**src/rtl/sensor_qualifier_pkg.sv**
```systemverilog
// Shared state encoding and default timing constants for the alarm front end.
package sensor_qualifier_pkg;

    localparam int unsigned      DEF_CNT_W          = 27;
    localparam logic [26:0]      DEF_DEB_CYCLES     = 27'd500000;
    localparam logic [26:0]      DEF_LIM_GASES      = 27'd100000000;
    localparam logic [26:0]      DEF_LIM_MOVIMIENTO = 27'd100000000;
    localparam logic [26:0]      DEF_ARM_DELAY      = 27'd100000000;

    typedef enum logic [1:0] {
        DISARMED = 2'd0,
        ARMING   = 2'd1,
        ARMED    = 2'd2,
        ALARM    = 2'd3
    } state_t;

endpackage

```
**src/rtl/sensor_debounce.sv**
```systemverilog
// Two-flop synchroniser followed by a stability counter: the output takes a new
// level only after the synchronised input has disagreed with it for DEB_CYCLES cycles.
module sensor_debounce #(
    parameter int unsigned      CNT_W      = 27,
    parameter logic [CNT_W-1:0] DEB_CYCLES = 27'd500000,
    parameter logic             RST_VAL    = 1'b0
) (
    input  logic clk,
    input  logic rst_n,
    input  logic i_pin,
    output logic o_db
);

    localparam logic [CNT_W-1:0] DEB_LAST = DEB_CYCLES - CNT_W'(1);

    logic             r_s1;
    logic             r_s2;
    logic             r_db;
    logic [CNT_W-1:0] r_cnt;

    always_ff @(posedge clk or negedge rst_n) begin
        if (!rst_n) begin
            r_s1  <= 1'b0;
            r_s2  <= 1'b0;
            r_db  <= RST_VAL;
            r_cnt <= '0;
        end else begin
            r_s1 <= i_pin;
            r_s2 <= r_s1;
            if (r_s2 == r_db) begin
                r_cnt <= '0;
            end else if (r_cnt == DEB_LAST) begin
                r_db  <= r_s2;
                r_cnt <= '0;
            end else begin
                r_cnt <= r_cnt + CNT_W'(1);
            end
        end
    end

    assign o_db = r_db;

endmodule

```
**src/rtl/sensor_qualifier.sv**
```systemverilog
// Alarm front end: debounces the four raw pins, qualifies persistent gas and
// motion, and runs the arm/disarm state machine with latched alarm requests.
module sensor_qualifier
    import sensor_qualifier_pkg::*;
#(
    parameter int unsigned      CNT_W          = DEF_CNT_W,
    parameter logic [CNT_W-1:0] DEB_CYCLES     = DEF_DEB_CYCLES,
    parameter logic [CNT_W-1:0] LIM_GASES      = DEF_LIM_GASES,
    parameter logic [CNT_W-1:0] LIM_MOVIMIENTO = DEF_LIM_MOVIMIENTO,
    parameter logic [CNT_W-1:0] ARM_DELAY      = DEF_ARM_DELAY
) (
    input  logic clk,
    input  logic rst_n,
    input  logic sw_on,
    input  logic gases,
    input  logic movimiento,
    input  logic clave,
    output logic armed,
    output logic arming,
    output logic gas_alarm,
    output logic mov_alarm,
    output logic alarm_req,
    output logic event_pulse
);

    localparam logic [CNT_W-1:0] GAS_LAST = LIM_GASES - CNT_W'(1);
    localparam logic [CNT_W-1:0] MOV_LAST = LIM_MOVIMIENTO - CNT_W'(1);
    localparam logic [CNT_W-1:0] ARM_LAST = ARM_DELAY - CNT_W'(1);

    state_t           r_state;
    logic [CNT_W-1:0] r_gas_cnt;
    logic [CNT_W-1:0] r_mov_cnt;
    logic [CNT_W-1:0] r_arm_cnt;
    logic             r_gas_alarm;
    logic             r_mov_alarm;
    logic             r_alarm_req;
    logic             r_event;
    logic             r_clave_db_d;

    logic w_sw_db;
    logic w_gas_db;
    logic w_mov_db;
    logic w_clave_db;
    logic w_clave_edge;
    logic w_disarm;
    logic w_gas_set;
    logic w_gas_clr;
    logic w_mov_set;

    // The switch is active-low, so its debounced level idles high (disarmed).
    sensor_debounce #(.CNT_W(CNT_W), .DEB_CYCLES(DEB_CYCLES), .RST_VAL(1'b1)) u_db_sw (
        .clk(clk), .rst_n(rst_n), .i_pin(sw_on), .o_db(w_sw_db)
    );
    sensor_debounce #(.CNT_W(CNT_W), .DEB_CYCLES(DEB_CYCLES), .RST_VAL(1'b0)) u_db_gas (
        .clk(clk), .rst_n(rst_n), .i_pin(gases), .o_db(w_gas_db)
    );
    sensor_debounce #(.CNT_W(CNT_W), .DEB_CYCLES(DEB_CYCLES), .RST_VAL(1'b0)) u_db_mov (
        .clk(clk), .rst_n(rst_n), .i_pin(movimiento), .o_db(w_mov_db)
    );
    sensor_debounce #(.CNT_W(CNT_W), .DEB_CYCLES(DEB_CYCLES), .RST_VAL(1'b0)) u_db_clave (
        .clk(clk), .rst_n(rst_n), .i_pin(clave), .o_db(w_clave_db)
    );

    assign w_clave_edge = w_clave_db & ~r_clave_db_d;
    assign w_disarm     = w_sw_db | w_clave_edge;
    assign w_gas_set    = w_gas_db && (r_gas_cnt == GAS_LAST);
    assign w_gas_clr    = w_clave_edge && !w_gas_db;
    // A disarm request in the same cycle suppresses motion qualification.
    assign w_mov_set    = (r_state == ARMED) && w_mov_db && (r_mov_cnt == MOV_LAST) && !w_disarm;

    always_ff @(posedge clk or negedge rst_n) begin
        if (!rst_n) begin
            r_clave_db_d <= 1'b0;
            r_gas_cnt    <= '0;
            r_mov_cnt    <= '0;
            r_gas_alarm  <= 1'b0;
            r_alarm_req  <= 1'b0;
            r_event      <= 1'b0;
        end else begin
            r_clave_db_d <= w_clave_db;

            if (!w_gas_db)
                r_gas_cnt <= '0;
            else if (r_gas_cnt != GAS_LAST)
                r_gas_cnt <= r_gas_cnt + CNT_W'(1);

            if ((r_state == ARMED) && w_mov_db) begin
                if (r_mov_cnt != MOV_LAST)
                    r_mov_cnt <= r_mov_cnt + CNT_W'(1);
            end else begin
                r_mov_cnt <= '0;
            end

            if (w_gas_set)
                r_gas_alarm <= 1'b1;
            else if (w_gas_clr)
                r_gas_alarm <= 1'b0;

            r_alarm_req <= r_gas_alarm | r_mov_alarm;
            r_event     <= (w_gas_set & ~r_gas_alarm) | (w_mov_set & ~r_mov_alarm);
        end
    end

    always_ff @(posedge clk or negedge rst_n) begin
        if (!rst_n) begin
            r_state     <= DISARMED;
            r_arm_cnt   <= '0;
            r_mov_alarm <= 1'b0;
        end else begin
            case (r_state)
                DISARMED: begin
                    if (!w_sw_db) begin
                        r_state   <= ARMING;
                        r_arm_cnt <= '0;
                    end
                end
                ARMING: begin
                    if (w_disarm)
                        r_state <= DISARMED;
                    else if (r_arm_cnt == ARM_LAST)
                        r_state <= ARMED;
                    else
                        r_arm_cnt <= r_arm_cnt + CNT_W'(1);
                end
                ARMED: begin
                    if (w_disarm) begin
                        r_state     <= DISARMED;
                        r_mov_alarm <= 1'b0;
                    end else if (w_mov_set) begin
                        r_state     <= ALARM;
                        r_mov_alarm <= 1'b1;
                    end
                end
                ALARM: begin
                    // Only a valid code ends an intrusion; the switch alone cannot.
                    if (w_clave_edge) begin
                        r_state     <= DISARMED;
                        r_mov_alarm <= 1'b0;
                    end
                end
                default: r_state <= DISARMED;
            endcase
        end
    end

    assign armed       = (r_state == ARMED) || (r_state == ALARM);
    assign arming      = (r_state == ARMING);
    assign gas_alarm   = r_gas_alarm;
    assign mov_alarm   = r_mov_alarm;
    assign alarm_req   = r_alarm_req;
    assign event_pulse = r_event;

endmodule

```
**config.mk**
```make
export PLATFORM = sky130hd
export DESIGN_NAME = sensor_qualifier
export DESIGN_NICKNAME = d
export VERILOG_FILES = /design/src/rtl/sensor_qualifier_pkg.sv /design/src/rtl/sensor_debounce.sv /design/src/rtl/sensor_qualifier.sv
export SDC_FILE = /design/constraint.sdc
export NUM_CORES = 1
export LEC_CHECK = 0
export BUFFER_PORTS_ARGS = -buffer_cell sky130_fd_sc_hd__buf_4
export CORE_ASPECT_RATIO = 1.4
export CORE_MARGIN = 2
export CORE_UTILIZATION = 30
export CTS_CLUSTER_DIAMETER = 50
export DETAILED_ROUTE_END_ITERATION = 10
export GPL_TIMING_DRIVEN = 0
export HOLD_SLACK_MARGIN = 0.02
export SYNTH_ARGS = -nofsm -noshare
export SYNTH_HDL_FRONTEND = slang
export SYNTH_SLANG_ARGS = --single-unit
```
**constraint.sdc**
```tcl
create_clock -name clk -period 2.8 [get_ports clk]
set_input_delay 0 -clock clk [delete_from_list [all_inputs] [get_ports clk]]
set_output_delay 0 -clock clk [all_outputs]
set_load 0.02 [all_outputs]
```
Word level (Yosys, flattened, before mapping) --
Cells that the tools add are included.
Word-level totals: ROM bits 0, latch bits 0, bits in registers 208, RAM bits 0, memories kept 0
Operators by class: bitwise gates (word level) 13, $mul 0, divide/modulo/power cells 0, shift-type cells 0, $add $sub $neg 7, reduce and logical (&&, ||, !) cells 19, multiplexer cells 29, order comparisons 0, equal/unequal tests 24
Operators by type and width (count):
- $mux 27 | 15
- $add 27x1->27 const B | 7
- $eq 27x19->1 const B | 4
- $eq 27x27->1 const B | 3
- $ne 27x27->1 const B | 2
- $pmux 27 s2 | 1
- $mux 2 | 6
- $ne 2x2->1 const B | 5
- $pmux 2 s4 | 1
- $reduce_and 2->1 | 4
- $reduce_and 4->1 | 2
- $not 1->1 | 7
- $reduce_bool 2->1 | 3
- $logic_and 1x1->1 | 5
- $mux 1 | 5
- $eq 1x1->1 | 4
- $eq 2x2->1 const B | 2
- $and 1x1->1 | 3
- $ne 3x1->1 const B | 1
- $ne 3x3->1 const B | 1
- $or 1x1->1 | 3
- $reduce_and 3->1 | 1
- $eq 2x1->1 const B | 1
- $logic_not 1->1 | 2
- 4 further kinds | 4

Depth between registers and ports, before layout --
word-level depth 8, mapped depth 8

Modules after synthesis --
From an unflattened synthesis, not the netlist that was laid out.
Unflattened totals: cell total of the unflattened synthesis 1116, area, all modules 11068.1 um^2
Modules (own cells, without submodules):
- sensor_debounce at u_db_clave ... | cells each 156, area an instance 1599.0 um^2, times used 3, sequential area each 750.7 um^2
- sensor_qualifier | cells each 492, area an instance 4670.7 um^2, times used 1, sequential area each 2202.1 um^2
- sensor_debounce at u_db_sw | cells each 156, area an instance 1600.3 um^2, times used 1, sequential area each 752.0 um^2

Least setup slack after synthesis --
Ideal clock, no wire load.
kind register -> register, start register r_arm_cnt[12], end register r_state[1], required time 2727 ps, setup time 73 ps, clock period less this slack 2092 ps, arrival time 2019 ps, path slack 708 ps, path buffers 2, cell stages (with the launch flop) 8, cell sequence dfrtp_1 -> or4_1 -> or4_1 -> nor2_2 -> buf_6 -> buf_12 -> nand3_2 -> a21oi_2
Between the ends: longest elaborated chain between the ends 3
RTL lines:
- from (decl) | line sensor_qualifier.sv:33 | logic [CNT_W-1:0] r_arm_cnt;
- from (signal assigned) | line sensor_qualifier.sv:123 | r_arm_cnt <= r_arm_cnt + CNT_W'(1);
- $eq 27x27->1 | line sensor_qualifier.sv:120 | else if (r_arm_cnt == ARM_LAST)
- $ne 3x1->1 (no line)
- $reduce_and 4->1 (no line)
- to (signal assigned) | line sensor_qualifier.sv:119 | r_state <= DISARMED;
- to (signal assigned) | line sensor_qualifier.sv:121 | r_state <= ARMED;
- to (signal assigned) | line sensor_qualifier.sv:127 | r_state <= DISARMED;
- to (decl) | line sensor_qualifier.sv:30 | state_t r_state;
No other way between the ends. A chain may end at the register's enable or synchronous reset.

Final worst setup path --
start register r_state[1], end register r_arm_cnt[17]
Between the ends: longest elaborated chain between the ends 3
RTL lines:
- from (signal assigned) | line sensor_qualifier.sv:106 | r_state <= DISARMED;
- from (signal assigned) | line sensor_qualifier.sv:113 | r_state <= ARMING;
- from (signal assigned) | line sensor_qualifier.sv:119
- $eq 2x1->1 / $logic_not 2->1 (equally long branches) | line sensor_qualifier.sv:110 | case (r_state)
- $ne 2x2->1 (no line) / $reduce_bool 2->1 (equally long branches)
- $reduce_and 4->1 (no line)
Several ways; a longest one is shown, not always the timed one.

==> results.sh <==
export IMPL_status="completed"
export IMPL_synthDistinctLibCells=51
export IMPL_die_height_um=223
export IMPL_synth_seq_cells=208
export IMPL_post_dp_cell_area_mm2=0.0110
export IMPL_max_cap_violations=0
export IMPL_clock_root_buffer="sky130_fd_sc_hd__clkbuf_16"
export IMPL_worstReg2RegStart="r_state[1]$_DFFE_PN0P_"
export IMPL_first_global_vias=7890
export IMPL_clock_tree_from_tritoncts="done"
export IMPL_p_clk_share_pct=50.7
export IMPL_cts_sinks=208
export IMPL_timing_setup_tns_ns=0
export IMPL_synth_adder_area_share_pct=0.853
export IMPL_wl_per_cell_um=13.3
export IMPL_slew_headroom_pct=28.5
export IMPL_placedCellCount=1524
export IMPL_setup_viol=0
export IMPL_netlist_area_before_placement_mm2=0.0103
export IMPL_stdcell_count=1572
export IMPL_drc=0
export IMPL_min_path_type="in -> async"
export IMPL_reg2reg_to="r_arm_cnt[17]$_DFFE_PN0P_"
export IMPL_antenna_left=0
export IMPL_worst_setup_hold_path_clk_slew_ns=0.06
export IMPL_p_int_uw=5090
export IMPL_row_count=80
export IMPL_hold_violations=0
export IMPL_antenna_cells=0
export IMPL_worstMarginPinSlew_ns=1.06
export IMPL_worstPathArrival_ns=3.00
export IMPL_main_combinational_cell_family_by_area_after_synthesis="simple AND/OR/NAND/NOR gates"
export IMPL_slew_violations=0
export IMPL_power_density_normalized_to_cell_area_mw_per_mm2=544
export IMPL_seq_power_share_pct=47.1
export IMPL_post_route_cell_area_mm2=0.0119
export IMPL_dr_total_vias=7663
export IMPL_first_pass_iters=5
export IMPL_timing_final_crit_share_pct=91.4
export IMPL_synth_enable_flop_cells=0
export IMPL_r2r_cells=7
export IMPL_die_w_um=160
export IMPL_cp_class="reg -> reg"
export IMPL_area_delta_synth_final_pct=15.7
export IMPL_floorplan_core_area_mm2=0.0339
export IMPL_pwr_share_comb_pct=2.2
export IMPL_tritoncts_num_buffers=24
export IMPL_wire_length_after_detailed_routing_um=20800
export IMPL_clock_skew_ns=0.00800
export IMPL_fin_worst_hold_slack_ns=0.0405
export IMPL_critical_path_peak_fanout=10
export IMPL_design_portCount=12
export IMPL_worstSetupStartpointType="flop"
export IMPL_min_period_ns=2.56
export IMPL_clk_latency_ns=0.52
export IMPL_postSynthCellCount=1060
export IMPL_worst_ir_drop_vdd_uv=368
export IMPL_antenna_violations_before_repair=0
export IMPL_io_buffer_count=11
export IMPL_grt_first_pass_wirelength_um=37100
export IMPL_synth_sequential_area_ratio_pct=50.7
export IMPL_rrSetupSlack_ns=0.24
export IMPL_synth_warnings=0
export IMPL_synth_compound_gate_area_share_pct=3.64
export IMPL_gpl_final_weighted_congestion=0.777
export IMPL_ctsResizeCount=0
export IMPL_rsz0062_at_grt="false"
export IMPL_post_drt_via_cell_ratio=4.87
export IMPL_cts_max_path_buffers=3
export IMPL_timing_fmax_mhz=391
export IMPL_sw_pwr_uw=1380
export IMPL_worstSetupEndpointType="flop"
export IMPL_mapped_nets=1073
export IMPL_gr_total_overflow=0
export IMPL_synth_simple_gate_area_share_pct=29.0
export IMPL_ratio_of_cells_with_drive_above_1_in_the_final_layout_pct=7.49
export IMPL_postLayoutCoreUtil_pct=35.0
export IMPL_initial_utilization_pct=30.3
export IMPL_largest_net_degree_at_the_start_of_global_routing=90
export IMPL_cts_htree_levels=1
export IMPL_grt_usage_pct=12.1
export IMPL_crit_required_ns=3.25
export IMPL_post_synth_arst_share_pct=100
export IMPL_finalNetCount=1118
export IMPL_synth_xor_xnor_area_share_pct=12.8
export IMPL_power_switching_share_pct=21.4
export IMPL_die_area_mm2=0.0357
export IMPL_synthFlopType="sky130_fd_sc_hd__dfrtp_1"
export IMPL_power_leakage_uw=0.00483
export IMPL_hpwl_um=14000
export IMPL_drtIter0Drc=454
export IMPL_synth_area_mux_share_pct=0.817
export IMPL_postSynthAreaPerCell_um2=9.68
==> layer usage <==
metal  GRT usage, %  up-vias  wire length [µm]
li1               -     3780                 -
met1           14.6     3760              9070
met2           22.0       90             10600
met3           1.80       33               666
met4           3.95        0               465
met5              0        -                 0
==> placed cells by master (no fill, tap or decap), types with 7 or more instances in the layout <==
| master | netlist | routed |
|---|---|---|
| sky130_fd_sc_hd__o31ai_1 | 8 | 8 |
| sky130_fd_sc_hd__a21oi_1 | 12 | 12 |
| sky130_fd_sc_hd__or2_2 | 9 | 9 |
| sky130_fd_sc_hd__nor2_1 | 177 | 177 |
| sky130_fd_sc_hd__and4_1 | 14 | 14 |
| sky130_fd_sc_hd__nand3_1 | 78 | 78 |
| sky130_fd_sc_hd__clkbuf_16 | 0 | 25 |
| sky130_fd_sc_hd__and3_1 | 18 | 18 |
| sky130_fd_sc_hd__xor2_1 | 88 | 88 |
| sky130_fd_sc_hd__nor3_1 | 22 | 22 |
| sky130_fd_sc_hd__nor4b_1 | 9 | 9 |
| sky130_fd_sc_hd__o21ai_0 | 24 | 24 |
| sky130_fd_sc_hd__ha_1 | 7 | 7 |
| sky130_fd_sc_hd__or4_1 | 12 | 12 |
| sky130_fd_sc_hd__buf_2 | 8 | 8 |
| sky130_fd_sc_hd__nor4_1 | 26 | 26 |
| sky130_fd_sc_hd__and2_1 | 29 | 29 |
| sky130_fd_sc_hd__or3_1 | 15 | 15 |
| sky130_fd_sc_hd__o211ai_1 | 7 | 7 |
| sky130_fd_sc_hd__nand4_1 | 65 | 65 |
| sky130_fd_sc_hd__dfrtp_1 | 207 | 207 |
| sky130_fd_sc_hd__inv_1 | 19 | 19 |
| sky130_fd_sc_hd__clkbuf_1 | 18 | 22 |
| sky130_fd_sc_hd__buf_4 | 0 | 10 |
| sky130_fd_sc_hd__xnor2_1 | 62 | 62 |
| sky130_fd_sc_hd__nand2_1 | 70 | 70 |
==> cells in the mapped netlist, drive strengths merged, types with 10 or more instances <==
cell type / number / share of area [%]
a21oi: 13 / 0.67
and2: 30 / 1.8
and3: 18 / 1.1
and4: 14 / 1.2
buf: 14 / 0.84
clkbuf: 18 / 0.66
dfrtp: 207 / 50
inv: 19 / 0.69
nand2: 70 / 2.6
nand3: 79 / 3.9
nand4: 65 / 4.0
nor2: 178 / 6.5
nor3: 25 / 1.4
nor4: 27 / 1.7
o21ai: 25 / 1.2
or2: 10 / 0.61
or3: 15 / 0.91
or4: 12 / 0.88
xnor2: 62 / 5.3
xor2: 88 / 7.5
==> cell type report <==
type                       instances  area [µm²]
buffer                            32         154
clock buffer                      33         696
clock inverter                     9         133
fill                            3377       22100
inverter                          19        71.3
multi-input combinational        801        4830
sequential                       208        5210
tap                              451         564
timing repair buffer              19         223
==> worst max path at each step <==
| stage | start | endpoint | depth (start not counted) |
|---|---|---|---|
| 6_report | r_state[1]$_DFFE_PN0P_ | r_arm_cnt[17]$_DFFE_PN0P_ | 7 |
| 5_1_grt | r_state[1]$_DFFE_PN0P_ | r_arm_cnt[17]$_DFFE_PN0P_ | 7 |
| 4_1_cts | r_state[1]$_DFFE_PN0P_ | r_arm_cnt[17]$_DFFE_PN0P_ | 7 |
| 3_5_place_dp | r_state[1]$_DFFE_PN0P_ | r_arm_cnt[17]$_DFFE_PN0P_ | 7 |
| 3_3_place_gp | rst_n | u_db_gas.r_cnt[15]$_DFF_PN0_ | 1 |
| 2_1_floorplan | r_arm_cnt[12]$_DFFE_PN0P_ | r_state[1]$_DFFE_PN0P_ | 7 |
==> critical path: stages, from the launching register on <==
cell                       delay, ns
sky130_fd_sc_hd__dfrtp_1        0.35
sky130_fd_sc_hd__clkbuf_1       0.18
sky130_fd_sc_hd__nand2b_1       0.23
sky130_fd_sc_hd__nor4_1         0.79
sky130_fd_sc_hd__buf_2          0.37
sky130_fd_sc_hd__nand3_1        0.11
sky130_fd_sc_hd__or3_1          0.32
sky130_fd_sc_hd__a21oi_1        0.14
==> registers in the layout, indices dropped and copies added (netlist names), 2 cells and up <==
name,flops
u_db_sw.r_cnt,27
r_state,2
u_db_clave.r_cnt,27
r_gas_cnt,27
r_mov_cnt,27
r_arm_cnt,27
u_db_gas.r_cnt,27
u_db_mov.r_cnt,27
==> cell families after synthesis <==
logic type,after synthesis
adders and majority gates,7
and+or+nand+nor,574
AOI/OAI and AO/OA,62
buffers and inverters,51
DFF,208
xor gates and xnor gates,150
muxes,8
==> metrics by stage <==
| step | setup slack [ns] | total power [µW] |
|---|---|---|
| 2_1_floorplan | 0.708 | 3140 |
| 3_3_place_gp | 0.172 | 3230 |
| 3_5_place_dp | 0.214 | 3240 |
| 4_1_cts | 0.197 | 6590 |
| 5_1_grt | 0.00596 | 6720 |
| 6_report | 0.242 | 6470 |
==> power by group through the flow <==
stage          Sequential, µW  Combinational, µW  Clock [µW]
2_1_floorplan            3100               47.6           0
3_3_place_gp             3100                127           0
3_5_place_dp             3100                140           0
4_1_cts                  3040                151        3400
5_1_grt                  3050                166        3510
6_report                 3040                142        3280
==> repair_timing <==
item,in CTS,in global routing
hold buffers,6,0
hold endpoints to repair,211,0
setup buffers,0,0
Power figures use the tool's default switching activity.
